--- config.mk ---
export PLATFORM = sky130hd
export DESIGN_NAME = pipe_stage_reg
export DESIGN_NICKNAME = d
export VERILOG_FILES = /design/src/rtl/pipe_pkg.sv /design/src/rtl/pipe_slot.sv /design/src/rtl/pipe_stage_reg.sv
export SDC_FILE = /design/constraint.sdc
export NUM_CORES = 1
export LEC_CHECK = 0
export ABC_AREA = 1
export CORE_MARGIN = 8
export CORE_UTILIZATION = 45
export DETAILED_ROUTE_END_ITERATION = 7
export GPL_TIMING_DRIVEN = 0
export PLACE_DENSITY = 0.77
export REMOVE_ABC_BUFFERS = 1
export SYNTH_ARGS = -nofsm -noshare
export SYNTH_HDL_FRONTEND = slang
export SYNTH_SLANG_ARGS = --single-unit
--- constraint.sdc ---
create_clock -name clk -period 21.3 [get_ports clk]
set_clock_uncertainty 0.2 [all_clocks]
set_input_delay 4.26 -clock clk [delete_from_list [all_inputs] [get_ports clk]]
set_output_delay 4.26 -clock clk [all_outputs]
set_load 0.05 [all_outputs]
--- src/rtl/pipe_pkg.sv ---
// Shared types and widths for the elastic pipeline-stage registers of the 5-stage ARM core.
// Callers pass $bits(<stage>_ctrl_t) as CTRL_W and cast the flat ctrl vectors in and out.
package pipe_pkg;

    localparam int IF_ID_DATA_W  = 64;
    localparam int ID_EX_DATA_W  = 160;
    localparam int EX_MEM_DATA_W = 192;
    localparam int MEM_WB_DATA_W = 96;

    typedef struct packed {
        logic       predicted_taken;
        logic       thumb;
    } if_id_ctrl_t;

    typedef struct packed {
        logic       reg_write;
        logic       mem_write;
        logic       mem_read;
        logic       mem_to_reg;
        logic       set_flags;
        logic [3:0] alu_op;
        logic [3:0] target_reg;
    } id_ex_ctrl_t;

    typedef struct packed {
        logic       reg_write;
        logic       mem_write;
        logic       mem_read;
        logic       mem_to_reg;
        logic       byte_access;
        logic       link;
        logic [3:0] target_reg;
    } ex_mem_ctrl_t;

    typedef struct packed {
        logic       reg_write;
        logic       mem_to_reg;
        logic [3:0] target_reg;
    } mem_wb_ctrl_t;

    // Occupancy of the two-entry topology, encoded as {main_v, skid_v}.
    typedef enum logic [1:0] {
        SKID_EMPTY = 2'b00,
        SKID_FULL1 = 2'b10,
        SKID_FULL2 = 2'b11
    } skid_state_e;

endpackage

--- src/rtl/pipe_slot.sv ---
// One storage slot of a pipeline stage: valid bit plus separately stored ctrl and data.
// Clearing wipes ctrl only; data keeps its stale contents since it is a don't-care when invalid.
module pipe_slot
    import pipe_pkg::*;
#(
    parameter int CTRL_W = 10,
    parameter int DATA_W = 192
) (
    input  logic              clk,
    input  logic              reset,
    input  logic              valid_nxt,
    input  logic              load,
    input  logic              clear,
    input  logic [CTRL_W-1:0] ctrl_in,
    input  logic [DATA_W-1:0] data_in,
    output logic              valid,
    output logic [CTRL_W-1:0] ctrl,
    output logic [DATA_W-1:0] data
);

    logic              valid_d, valid_q;
    logic [CTRL_W-1:0] ctrl_d, ctrl_q;
    logic [DATA_W-1:0] data_d, data_q;

    // Next slot contents: clear has priority over load so a kill can never leave live ctrl bits.
    always_comb begin
        valid_d = valid_nxt;
        ctrl_d  = ctrl_q;
        data_d  = data_q;
        if (clear) begin
            ctrl_d = '0;
        end else if (load) begin
            ctrl_d = ctrl_in;
            data_d = data_in;
        end
    end

    // Slot registers with asynchronous reset to an empty, zeroed entry.
    always_ff @(posedge clk or posedge reset) begin
        if (reset) begin
            valid_q <= 1'b0;
            ctrl_q  <= '0;
            data_q  <= '0;
        end else begin
            valid_q <= valid_d;
            ctrl_q  <= ctrl_d;
            data_q  <= data_d;
        end
    end

    assign valid = valid_q;
    assign ctrl  = ctrl_q;
    assign data  = data_q;

endmodule

--- src/rtl/pipe_stage_reg.sv ---
// Elastic pipeline-stage register with valid/ready handshake, optional skid entry,
// synchronous flush that inserts a bubble, and a saturating stall-cycle counter.
module pipe_stage_reg
    import pipe_pkg::*;
#(
    parameter int DATA_W      = 192,
    parameter int CTRL_W      = 10,
    parameter int SKID        = 1,
    parameter int STALL_CNT_W = 16
) (
    input  logic                   clk,
    input  logic                   reset,
    input  logic                   flush,
    input  logic                   in_valid,
    output logic                   in_ready,
    input  logic [CTRL_W-1:0]      in_ctrl,
    input  logic [DATA_W-1:0]      in_data,
    output logic                   out_valid,
    input  logic                   out_ready,
    output logic [CTRL_W-1:0]      out_ctrl,
    output logic [DATA_W-1:0]      out_data,
    output logic [STALL_CNT_W-1:0] stall_cnt
);

    logic              main_v;
    logic [CTRL_W-1:0] main_ctrl;
    logic [DATA_W-1:0] main_data;
    logic              in_xfer;

    logic [STALL_CNT_W-1:0] stall_cnt_d, stall_cnt_q;

    assign in_xfer   = in_valid & in_ready;
    assign out_valid = main_v;
    assign out_ctrl  = main_v ? main_ctrl : '0;
    assign out_data  = main_data;
    assign stall_cnt = stall_cnt_q;

    generate
        if (SKID != 0) begin : g_skid
            logic              skid_v;
            logic [CTRL_W-1:0] skid_ctrl;
            logic [DATA_W-1:0] skid_data;
            logic              out_xfer;
            logic              main_v_nxt, main_load, main_from_skid;
            logic              skid_v_nxt, skid_load;
            logic [CTRL_W-1:0] main_ctrl_src;
            logic [DATA_W-1:0] main_data_src;
            skid_state_e       state;

            assign out_xfer = main_v & out_ready;
            assign state    = skid_state_e'({main_v, skid_v});
            // in_ready comes straight from a flop so out_ready never reaches upstream combinationally.
            assign in_ready = ~skid_v;

            // Occupancy transitions; flush overrides everything and drops any incoming entry.
            always_comb begin
                main_v_nxt     = main_v;
                skid_v_nxt     = skid_v;
                main_load      = 1'b0;
                main_from_skid = 1'b0;
                skid_load      = 1'b0;
                case (state)
                    SKID_EMPTY: begin
                        if (in_xfer) begin
                            main_v_nxt = 1'b1;
                            main_load  = 1'b1;
                        end
                    end
                    SKID_FULL1: begin
                        if (out_xfer && in_xfer) begin
                            main_load = 1'b1;
                        end else if (out_xfer) begin
                            main_v_nxt = 1'b0;
                        end else if (in_xfer) begin
                            skid_v_nxt = 1'b1;
                            skid_load  = 1'b1;
                        end
                    end
                    SKID_FULL2: begin
                        if (out_xfer) begin
                            main_load      = 1'b1;
                            main_from_skid = 1'b1;
                            skid_v_nxt     = 1'b0;
                        end
                    end
                    default: begin
                        main_v_nxt = 1'b0;
                        skid_v_nxt = 1'b0;
                    end
                endcase
                if (flush) begin
                    main_v_nxt = 1'b0;
                    skid_v_nxt = 1'b0;
                    main_load  = 1'b0;
                    skid_load  = 1'b0;
                end
            end

            assign main_ctrl_src = main_from_skid ? skid_ctrl : in_ctrl;
            assign main_data_src = main_from_skid ? skid_data : in_data;

            pipe_slot #(.CTRL_W(CTRL_W), .DATA_W(DATA_W)) u_main (
                .clk       (clk),
                .reset     (reset),
                .valid_nxt (main_v_nxt),
                .load      (main_load),
                .clear     (flush),
                .ctrl_in   (main_ctrl_src),
                .data_in   (main_data_src),
                .valid     (main_v),
                .ctrl      (main_ctrl),
                .data      (main_data)
            );

            pipe_slot #(.CTRL_W(CTRL_W), .DATA_W(DATA_W)) u_skid (
                .clk       (clk),
                .reset     (reset),
                .valid_nxt (skid_v_nxt),
                .load      (skid_load),
                .clear     (flush),
                .ctrl_in   (in_ctrl),
                .data_in   (in_data),
                .valid     (skid_v),
                .ctrl      (skid_ctrl),
                .data      (skid_data)
            );
        end else begin : g_single
            logic main_v_nxt, main_load;

            // A single entry can accept whenever it is empty or is being drained this cycle.
            assign in_ready   = ~main_v | out_ready;
            assign main_load  = in_xfer & ~flush;
            assign main_v_nxt = ~flush & (in_xfer | (main_v & ~out_ready));

            pipe_slot #(.CTRL_W(CTRL_W), .DATA_W(DATA_W)) u_main (
                .clk       (clk),
                .reset     (reset),
                .valid_nxt (main_v_nxt),
                .load      (main_load),
                .clear     (flush),
                .ctrl_in   (in_ctrl),
                .data_in   (in_data),
                .valid     (main_v),
                .ctrl      (main_ctrl),
                .data      (main_data)
            );
        end
    endgenerate

    // Count cycles where downstream refuses a valid entry, sticking at all-ones.
    always_comb begin
        stall_cnt_d = stall_cnt_q;
        if (main_v && !out_ready && (stall_cnt_q != '1)) begin
            stall_cnt_d = stall_cnt_q + 1'b1;
        end
    end

    // Stall counter register; only reset clears it, flush leaves it alone.
    always_ff @(posedge clk or posedge reset) begin
        if (reset) begin
            stall_cnt_q <= '0;
        end else begin
            stall_cnt_q <= stall_cnt_d;
        end
    end

endmodule
==> results.py <==
metrics = {
    "clock_tree": {
        "tritoncts": "built",
        "root_buffer": "clkbuf_16",
        "hold_buffers": 0,
        "htree_levels": 2,
        "cts.sinks": 422,
        "clk_path_buf_depth": 3,
        "clkTransAtPathRegs_ns": 0.06,
        "clk_latency_ns": 0.56,
        "cts_resized": 0,
        "cts_made_buffers": 46,
        "postCtsSetupRepairBufs": 0,
    },
    "grt": {
        "antenna_found_initial": 7,
        "grt_max_degree": 134,
        "grt_pass1_wl_mm": 82.02,
        "grt_overflow": 0,
        "gr-usage-all-layers_pct": 21.13,
        "grt_pass1_vias": 15580,
    },
    "floorplanning": {
        "start_util_pct": 45.48,
        "die_w_microns": 216.2,
        "num_io_pins": 427,
        "die_h_microns": 216.2,
        "placementRows": 73,
        "core_area_sq_mm": 0.03964,
        "dieArea_sq_mm": 0.04672,
    },
    "worst_setup_path": {
        "cp.required_ns": 21.53,
        "end_kind": "register",
        "cp_max_fo": 85,
        "path_class": "input port to register",
        "critPathArrivalTime_ns": 7.09,
        "startpoint_type": "input port",
    },
    "pwr": {
        "leakagePower_nw": 12.05,
        "power_frac_comb_pct": 29.4,
        "p_sw_share_pct": 35.07,
        "clkPwrFrac_pct": 29.3,
        "ir_drop_uv": 76.03,
        "p_int_w": 0.001805,
        "switching_power_w": 0.0009746,
        "power_density_mw_per_mm2": 114.1,
        "p_seq_share_pct": 41.3,
    },
    "cells_and_area": {
        "nets": 2705,
        "area_delta_synth_final_pct": 35.15,
        "drive_above_1_share_pct": 3.515,
        "final_core_util_pct": 61.46,
    },
    "sta": {
        "layout_min_cycle_time_ns": 6.859,
        "post-route-period-util_pct": 32.20,
        "slew_viol_final": 0,
        "hold_violations": 0,
        "max_freq_ghz": 0.1458,
        "rsz0062_at_grt": "no",
        "worstMarginPinSlew_ns": 0.8117,
        "maxSlewHeadroom_pct": 45.52,
        "tns_ns": 0,
        "setup_viol": 0,
    },
    "routing": {
        "wire_per_inst_microns": 16.56,
        "viasPerCell": 5.062,
        "drtIter0Drc": 1324,
        "drt-pass1-iter-count": 6,
        "drc_errors": 0,
        "totalWireLength_mm": 50.72,
        "num_vias": 15500,
        "postRouteAntennaNets": 0,
    },
    "placed_design": {
        "gp_congestion": 0.8087,
        "hpwl_mm": 34.84,
        "numPortBuffers": 426,
    },
    "synth": {
        "synthCells": 2139,
        "yosysWarnings": 0,
        "synth_area_leaders": "dfrtp_1 59%, o21ai_0 15%, nand2_1 14%, inv_1 5.0%, o21ai_1 1.8%",
        "yosysTopAreaCell": "dfrtp_1",
        "synth_area_sq_mm": 0.01803,
        "yosysSeqAreaShare_pct": 58.58,
        "ys_types": 26,
        "ys_ff_latch": 422,
        "yosysTopAreaCellShare_pct": 58.58,
        "syn_area_per_cell_sq_um": 8.428,
    },
    "job": {
        "maxCapViolCount": 0,
    },
    "run_status": {
        "run_status": "complete, no violations",
    },
    "hold_path": {
        "hold_path.class": "register to register",
    },
}
## worst paths after layout
path	end	start	depth (start not counted)	slack, ns
max	g_skid.u_main.data[122]	flush	7	14.44
min	g_skid.u_skid.data[55]	g_skid.u_skid.data[55]	2	0.28
max reg2reg	g_skid.u_main.data[122]	g_skid.u_main.valid	8	18.31
min reg2reg	g_skid.u_skid.data[55]	g_skid.u_skid.data[55]	2	0.28
max in group asynchronous	g_skid.u_main.data[114]	reset	4	15.47
min in group asynchronous	g_skid.u_skid.data[27]	reset	2	4.04
## sequential cells by signal, indices dropped and copies added, names as in the netlist
name,count
g_skid.u_main.valid,1
stall_cnt,16
g_skid.u_skid.valid,1
g_skid.u_skid.ctrl,10
g_skid.u_main.ctrl,10
g_skid.u_main.data,192
g_skid.u_skid.data,192
## cell families (layout without fill, tap and decap cells)
family,after synthesis,after routing,synth area share [%]
compound gates,615,615,17.18
flops,422,422,58.58
buf+inv,376,769,8.433
other cells,0,5,0
xor+xnor,6,6,0.2915
simple gates,719,719,15.45
fa+ha+maj,1,1,0.06939
## through the flow
stage | area (sq um) | total power [W] | hold slack [ns] | cells | setup slack, ns
after floorplan | 17420 | 0.001660 | 0.2479 | 2006 | 5.092
after global placement | 22340 | 0.001958 | 0.2604 | 2957 | 0.1725
after detailed placement | 22810 | 0.001981 | 0.2675 | 2974 | 13.91
after CTS | 24350 | 0.002807 | 0.2827 | 3057 | 14.46
after global routing | 24360 | 0.002927 | 0.2925 | 3059 | 14.22
final | 24360 | 0.002779 | 0.2785 | 3062 | 14.44
## final cells by class
class                   count  area [sq um]
diodes                      5         12.51
fillers                  3260         15280
flip-flops and latches    422         10560
clock buffers              76          1408
inverters                 243         919.6
multi-input cells        1341          5962
clock inverters             7         135.1
repair buffers            443          4710
well taps                 525         656.9
## layer usage
layer	vias up	GRT usage [%]	routed length, microns
met1	7370	25.51	20500
li1	7528	-	-
met3	95	8.398	4797
met4	4	8.228	1620
met5	-	0	31
met2	502	33.68	23770
## critical path, stage by stage
cell	delay (ns)
clkdlybuf4s50_1	0.55
clkinv_1	0.47
nand3_4	0.64
buf_16	0.32
buf_16	0.32
buf_16	0.28
o21ai_0	0.15
## cell usage after synthesis, drive strengths merged
master and n:
nor2 19, nand2 669, nand3 22, o21ai 601, buf 58, inv 242, a31oi 1, o22ai 10
clkinv 1, a21oi 1, clkbuf 75, nand4 9, o21bai 1, o31ai 1, xnor2 6, dfrtp 422
ha 1
## power by group through the flow
stage	registers, W	clock network [W]	logic [W]
final	0.00115	0.000813	0.000818
after detailed placement	0.00116	0	0.000824
after global routing	0.00118	0.000864	0.000886
after floorplan	0.00143	0	0.000230
after CTS	0.00115	0.000832	0.000827
after global placement	0.00115	0	0.000807
## layout by cell type, fill, tap and decap left out, types with 8 or more instances in the layout
cell type / count
nor2_1: 18
o21ai_0: 537
clkbuf_8: 8
nand3_1: 20
clkbuf_1: 19
o22ai_1: 10
clkbuf_16: 49
nand4_1: 9
clkdlybuf4s50_1: 426
buf_16: 14
inv_1: 239
dfrtp_1: 422
nand2_1: 667
o21ai_1: 64
Note: power is estimated with default switching activity, not from simulation.
